--- config.mk ---
export PLATFORM = sky130hd
export DESIGN_NAME = data_memory_ctrl
export DESIGN_NICKNAME = d
export VERILOG_FILES = /design/src/rtl/data_memory_ctrl.sv
export SDC_FILE = /design/constraint.sdc
export NUM_CORES = 2
export LEC_CHECK = 0
export ABC_CLOCK_PERIOD_IN_PS = 11400
export CORE_ASPECT_RATIO = 1.75
export CORE_UTILIZATION = 25
export CTS_BUF_LIST = sky130_fd_sc_hd__clkbuf_8
export DETAILED_ROUTE_END_ITERATION = 8
export MAX_ROUTING_LAYER = met4
export PLACE_DENSITY = 0.36
export SYNTH_ARGS = -nofsm -noshare
export SYNTH_HDL_FRONTEND = slang
export SYNTH_SLANG_ARGS = --single-unit
--- constraint.sdc ---
create_clock -name clk -period 11.4 [get_ports clk]
set_input_delay 2.28 -clock clk [delete_from_list [all_inputs] [get_ports clk]]
set_output_delay 2.28 -clock clk [all_outputs]
set_load 0.005 [all_outputs]
--- src/rtl/data_memory_ctrl.sv ---
// rtl/data_memory_ctrl.sv - byte-addressable data memory with wait states and request checking
//
// Purpose: word-organised data memory serving byte, half and word loads/stores
// with per-lane writes, sign/zero extension and WAIT_STATES extra cycles of latency.
// Ports:
//   clk, reset        clock and synchronous active-high reset
//   MemRead/MemWrite  request strobes, sampled only while idle
//   Address, Size     byte address and access size (00 byte, 01 half, 10 word)
//   Unsigned          zero-extend (1) or sign-extend (0) sub-word loads
//   WriteData         right-justified store data
//   ReadData          extended load result, held until the next load completes
//   Ready             one-cycle completion pulse
//   Busy              high while a request is in flight
//   Error             one-cycle pulse for a rejected request
module data_memory_ctrl #(
    parameter int ADDR_W      = 8,
    parameter int WAIT_STATES = 2
) (
    input  logic              clk,
    input  logic              reset,
    input  logic              MemRead,
    input  logic              MemWrite,
    input  logic [ADDR_W-1:0] Address,
    input  logic [1:0]        Size,
    input  logic              Unsigned,
    input  logic [31:0]       WriteData,
    output logic [31:0]       ReadData,
    output logic              Ready,
    output logic              Busy,
    output logic              Error
);

    localparam int DEPTH = 2 ** (ADDR_W - 2);

    typedef enum logic [1:0] {
        ST_IDLE,
        ST_WAIT,
        ST_RESP
    } state_e;

    state_e state_q, state_d;
    logic [3:0]        cnt_q, cnt_d;
    logic              err_q, err_d;
    logic [31:0]       rdata_q;

    // Captured request, valid from acceptance until the commit edge
    logic              write_q;
    logic [ADDR_W-1:0] addr_q;
    logic [1:0]        size_q;
    logic              uns_q;
    logic [31:0]       wdata_q;

    logic [31:0]       mem_q [DEPTH];

    logic              legal;
    logic              accept;
    logic              commit;

    // Operands used at the commit edge
    logic              c_write;
    logic [ADDR_W-1:0] c_addr;
    logic [1:0]        c_size;
    logic              c_uns;
    logic [31:0]       c_wdata;

    logic [3:0]        lane_en;
    logic [31:0]       lane_data;
    logic [31:0]       rd_word;
    logic [31:0]       rd_shift;
    logic [31:0]       rd_ext;

    always_comb begin
        legal = (MemRead ^ MemWrite);
        if (Size == 2'b11)
            legal = 1'b0;
        if (Size == 2'b01 && Address[0])
            legal = 1'b0;
        if (Size == 2'b10 && Address[1:0] != 2'b00)
            legal = 1'b0;
    end

    assign accept = (state_q == ST_IDLE) && legal;

    always_comb begin
        state_d = state_q;
        cnt_d   = cnt_q;
        commit  = 1'b0;
        err_d   = 1'b0;
        case (state_q)
            ST_IDLE: begin
                if (accept) begin
                    if (WAIT_STATES == 0) begin
                        state_d = ST_RESP;
                        commit  = 1'b1;
                    end else begin
                        state_d = ST_WAIT;
                        cnt_d   = 4'(WAIT_STATES - 1);
                    end
                end else if (MemRead || MemWrite) begin
                    err_d = 1'b1;
                end
            end
            ST_WAIT: begin
                if (cnt_q == 4'd0) begin
                    state_d = ST_RESP;
                    commit  = 1'b1;
                end else begin
                    cnt_d = cnt_q - 4'd1;
                end
            end
            default: begin
                state_d = ST_IDLE;
            end
        endcase
    end

    // With zero wait states the commit edge is the acceptance edge, so the
    // live inputs are used instead of the (not yet loaded) capture registers.
    always_comb begin
        if (state_q == ST_IDLE) begin
            c_write = MemWrite;
            c_addr  = Address;
            c_size  = Size;
            c_uns   = Unsigned;
            c_wdata = WriteData;
        end else begin
            c_write = write_q;
            c_addr  = addr_q;
            c_size  = size_q;
            c_uns   = uns_q;
            c_wdata = wdata_q;
        end
    end

    // Replicating the store data across lanes lets the lane enables alone
    // pick the destination bytes.
    always_comb begin
        lane_en   = 4'b0000;
        lane_data = c_wdata;
        case (c_size)
            2'b00: begin
                lane_en   = 4'b0001 << c_addr[1:0];
                lane_data = {4{c_wdata[7:0]}};
            end
            2'b01: begin
                lane_en   = c_addr[1] ? 4'b1100 : 4'b0011;
                lane_data = {2{c_wdata[15:0]}};
            end
            default: begin
                lane_en   = 4'b1111;
                lane_data = c_wdata;
            end
        endcase
    end

    always_comb begin
        rd_word  = mem_q[c_addr[ADDR_W-1:2]];
        rd_shift = rd_word >> {c_addr[1:0], 3'b000};
        case (c_size)
            2'b00:   rd_ext = {{24{~c_uns & rd_shift[7]}}, rd_shift[7:0]};
            2'b01:   rd_ext = {{16{~c_uns & rd_shift[15]}}, rd_shift[15:0]};
            default: rd_ext = rd_word;
        endcase
    end

    always_ff @(posedge clk) begin
        if (reset) begin
            state_q <= ST_IDLE;
            cnt_q   <= 4'd0;
            err_q   <= 1'b0;
            rdata_q <= 32'd0;
        end else begin
            state_q <= state_d;
            cnt_q   <= cnt_d;
            err_q   <= err_d;
            if (commit && !c_write)
                rdata_q <= rd_ext;
        end
    end

    always_ff @(posedge clk) begin
        if (accept) begin
            write_q <= MemWrite;
            addr_q  <= Address;
            size_q  <= Size;
            uns_q   <= Unsigned;
            wdata_q <= WriteData;
        end
    end

    // Array contents survive reset; reset only suppresses a pending commit.
    always_ff @(posedge clk) begin
        if (!reset && commit && c_write) begin
            for (int i = 0; i < 4; i++) begin
                if (lane_en[i])
                    mem_q[c_addr[ADDR_W-1:2]][8*i +: 8] <= lane_data[8*i +: 8];
            end
        end
    end

    assign ReadData = rdata_q;
    assign Ready    = (state_q == ST_RESP);
    assign Busy     = (state_q != ST_IDLE);
    assign Error    = err_q;

endmodule

==> qor.yml <==
outcome:
  status: "complete, but fails checks"
  violations: "design-rule violations"
timing:
  hold_viol_final: 0
  holdWs_ns: 0.4983
  min_period_over_period: 0.7010
  skew_ns: 0.07464
  finalMaxSlewViolations: 0
  rsz0062_at_grt: "no"
  tightest_slew_ns: 1.432
  setup_violations: 0
  max_freq_mhz: 125.1
  fin_crit_ns: 7.991
  setup_tns_ns: 0
  slew_headroom: 0.04193
logic_synthesis:
  ys.warnings.count: 0
  ys.flop_type: "edfxtp_1"
  syn_area_mm2: 0.08291
  synthCells: 5613
  synth-edff-count: 2092
  ys_ff_latch: 2131
  ys_async_sr_fraction: 0
  synth.avg_cell_area_um2: 14.77
  yosysSeqAreaShare: 0.7671
  syn_nets: 5663
  ys_types: 87
floorplan:
  io_pins: 82
  die_x_um: 437.3
  die_y_um: 763.8
  start_util: 0.2513
  rows: 279
  core-area_mm2: 0.3299
  die_area_mm2: 0.3340
worst_setup_path:
  max_stage_delay_ns: 1.19
  cp_max_fo: 75
  worstSetupStartpointType: "input pin"
  worstPathArrival_ns: 8.92
  worst_path_max_delay_cell: "nor4_2"
  crit_top_cell: "buf_4"
  crit_type: "input pin to flip-flop"
  cp_cell_sequence: "clkdlybuf4s50_1, buf_4, or3b_1, nand2_8, buf_4, nand2_1, a32o_1, a311oi_1, o221ai_1, nor4_2, a21oi_1, o31ai_1"
  cp_data_required_time_ns: 12.33
  end_kind: "flip-flop"
finish:
  final_area_mm2: 0.09622
  layout-drive-gt1-share: 0.1423
  finish.utilization: 0.2917
  nets: 5933
  fillers: 33380
  syn2layout_area_growth_pct: 16.06
clocking:
  cts.path.max_buffers: 4
  postCtsHoldBufs: 0
  worstSkewPairLatency_ns: 1.04
  ctsRootBufferMaster: "clkbuf_8"
  htree_levels: 5
  cts_resized: 0
  cts_buffers: 324
  cts_setup_buffers: 0
  tritoncts: "yes"
  clock_sinks: 2131
  cts.clk_slew.worst_paths_ns: 0.06
placed_design:
  placed_cell_area_mm2: 0.09049
  gp_congestion: 0.8167
  hpwlAfterDp_um: 206700
  portBuffers: 81
global_route:
  grt_pass1_wl_um: 461900
  grt_max_degree: 106
  antenna_found_initial: 14
  grt_pass1_vias: 53320
  grt-ovfl-total: 0
  grtUsageTotal: 0.2031
detailed_routing:
  via_per_inst: 5.028
  drcViolationCount: 38
  firstDrtPassIters: 9
  drtIter0Drc: 4053
  routedWlPerCell_um: 32.25
  drt-total-wl_um: 338300
  antenna_left: 0
  vias: 52750
power_and_ir_drop:
  peakVddDrop_v: 0.00007620
  pwr_density_cell_mw_per_mm2: 180.5
  leakage_nw: 29.84
  total_power_mw: 17.37
worst_hold_path:
  min_path_type: "flip-flop to flip-flop"
job:
  drv_cap: 0
## worst max-delay path: cells and delay by family
kind	cells	cell delay (ns)
compound gates	5	2.00
buf+inv	3	1.84
simple gates	4	2.58
## cells in the mapped netlist, drive strengths merged (5+ instances only)
| cell type | instances | area share |
|---|---|---|
| edfxtp | 2092 | 0.76 |
| nand2 | 796 | 0.036 |
| o22ai | 448 | 0.034 |
| nor2 | 281 | 0.013 |
| buf | 277 | 0.019 |
| nor3 | 241 | 0.015 |
| nand3 | 231 | 0.014 |
| o21ai | 172 | 0.010 |
| mux2i | 136 | 0.017 |
| clkbuf | 134 | 0.0061 |
| a31oi | 123 | 0.0093 |
| a21oi | 90 | 0.0055 |
| o221ai | 67 | 0.0071 |
| a32oi | 52 | 0.0055 |
| a32o | 43 | 0.0052 |
| dfxtp | 39 | 0.0094 |
| o211ai | 39 | 0.0035 |
| nor4 | 38 | 0.0030 |
| a211oi | 31 | 0.0035 |
| o22a | 30 | 0.0032 |
| inv | 24 | 0.0011 |
| and3 | 22 | 0.0017 |
| nand4 | 21 | 0.0016 |
| or2 | 18 | 0.0014 |
| nand2b | 15 | 0.0012 |
| a222oi | 14 | 0.0017 |
| o31ai | 13 | 0.0012 |
| a221oi | 11 | 0.0012 |
| a311oi | 10 | 0.0011 |
| a2111oi | 9 | 0.0012 |
| a22oi | 8 | 0.00072 |
| or3 | 7 | 0.00053 |
| o21a | 6 | 0.00054 |
| a311o | 5 | 0.00060 |
| o2111ai | 5 | 0.00053 |
| o41ai | 5 | 0.00053 |
| or4 | 5 | 0.00050 |
## where the power goes
group / total [mW] / internal, mW / switching, mW
registers: 8.95 / 8.93 / 0.0180
logic: 2.41 / 0.506 / 1.90
clock network: 6.01 / 2.83 / 3.18
## registers in the layout, indices dropped and copies added, names as in the netlist
register and count:
mem_q 2048, ReadData 32, wdata_q 32, addr_q 8
cnt_q 4, size_q 2, state_q 2, Error 1
uns_q 1, write_q 1
## cells by family (layout without fill, tap and decap cells)
group	count (synthesis)	in the layout	share of synthesized area
flops	2131	2131	0.7671
simple gates	1694	1694	0.08958
compound gates	1209	1209	0.09945
buf+inv	435	951	0.02603
mux	139	139	0.01713
fa+ha+maj	3	3	0.0004528
xor+xnor	2	2	0.0002113
other cells	0	8	0
## final timing paths
kind                start           end  slack (ns)  depth (start not counted)
min          ReadData[28]  ReadData[28]        0.50                          2
min reg2reg  ReadData[28]  ReadData[28]        0.50                          2
max            Address[2]   ReadData[3]        3.41                         12
max reg2reg    state_q[1]   ReadData[0]        4.85                         14
## per-layer routing
metal  wire, um  track usage
met1     133000       0.2316
met2     179200       0.3655
met3      13140      0.02204
met4      12990      0.07237
met5          0            -
## placed cells by master (no fill, tap or decap), types with 18 or more instances in the layout
cell type / count
edfxtp_1: 2092
nand2_1: 788
o22ai_1: 447
clkbuf_8: 333
nor2_1: 269
buf_4: 256
nand3_1: 231
o21ai_0: 155
nor3_1: 153
mux2i_1: 125
a31oi_1: 112
inv_1: 110
clkinv_1: 98
nor3_2: 87
clkdlybuf4s50_1: 80
a21oi_1: 79
o221ai_1: 66
a32oi_1: 52
a32o_1: 43
dfxtp_1: 39
o211ai_1: 39
nor4_1: 31
clkinv_2: 29
o22a_1: 28
and3_1: 21
nand4_1: 21
a211oi_1: 19
buf_12: 18
## stage by stage
step                cells  setup WS, ns
global placement     9912         2.616
finish              10490         3.409
detailed placement   9912         2.578
floorplan            5613         4.823
CTS                 10480         3.641
global route        10490         3.636
## area by class of cell
class                           count  area, um^2  share of cell area
Inverter                           24       92.59           0.0009622
Clock inverter                    239        1135             0.01179
Antenna cell                        8       20.02           0.0002080
Clock buffer                      333        4583             0.04763
Multi-Input combinational cell   3047       18260              0.1897
Timing Repair Buffer              355        3088             0.03209
Tap cell                         4355        5449             0.05663
Sequential cell                  2131       63600              0.6610
Power figures use the tool's default switching activity.
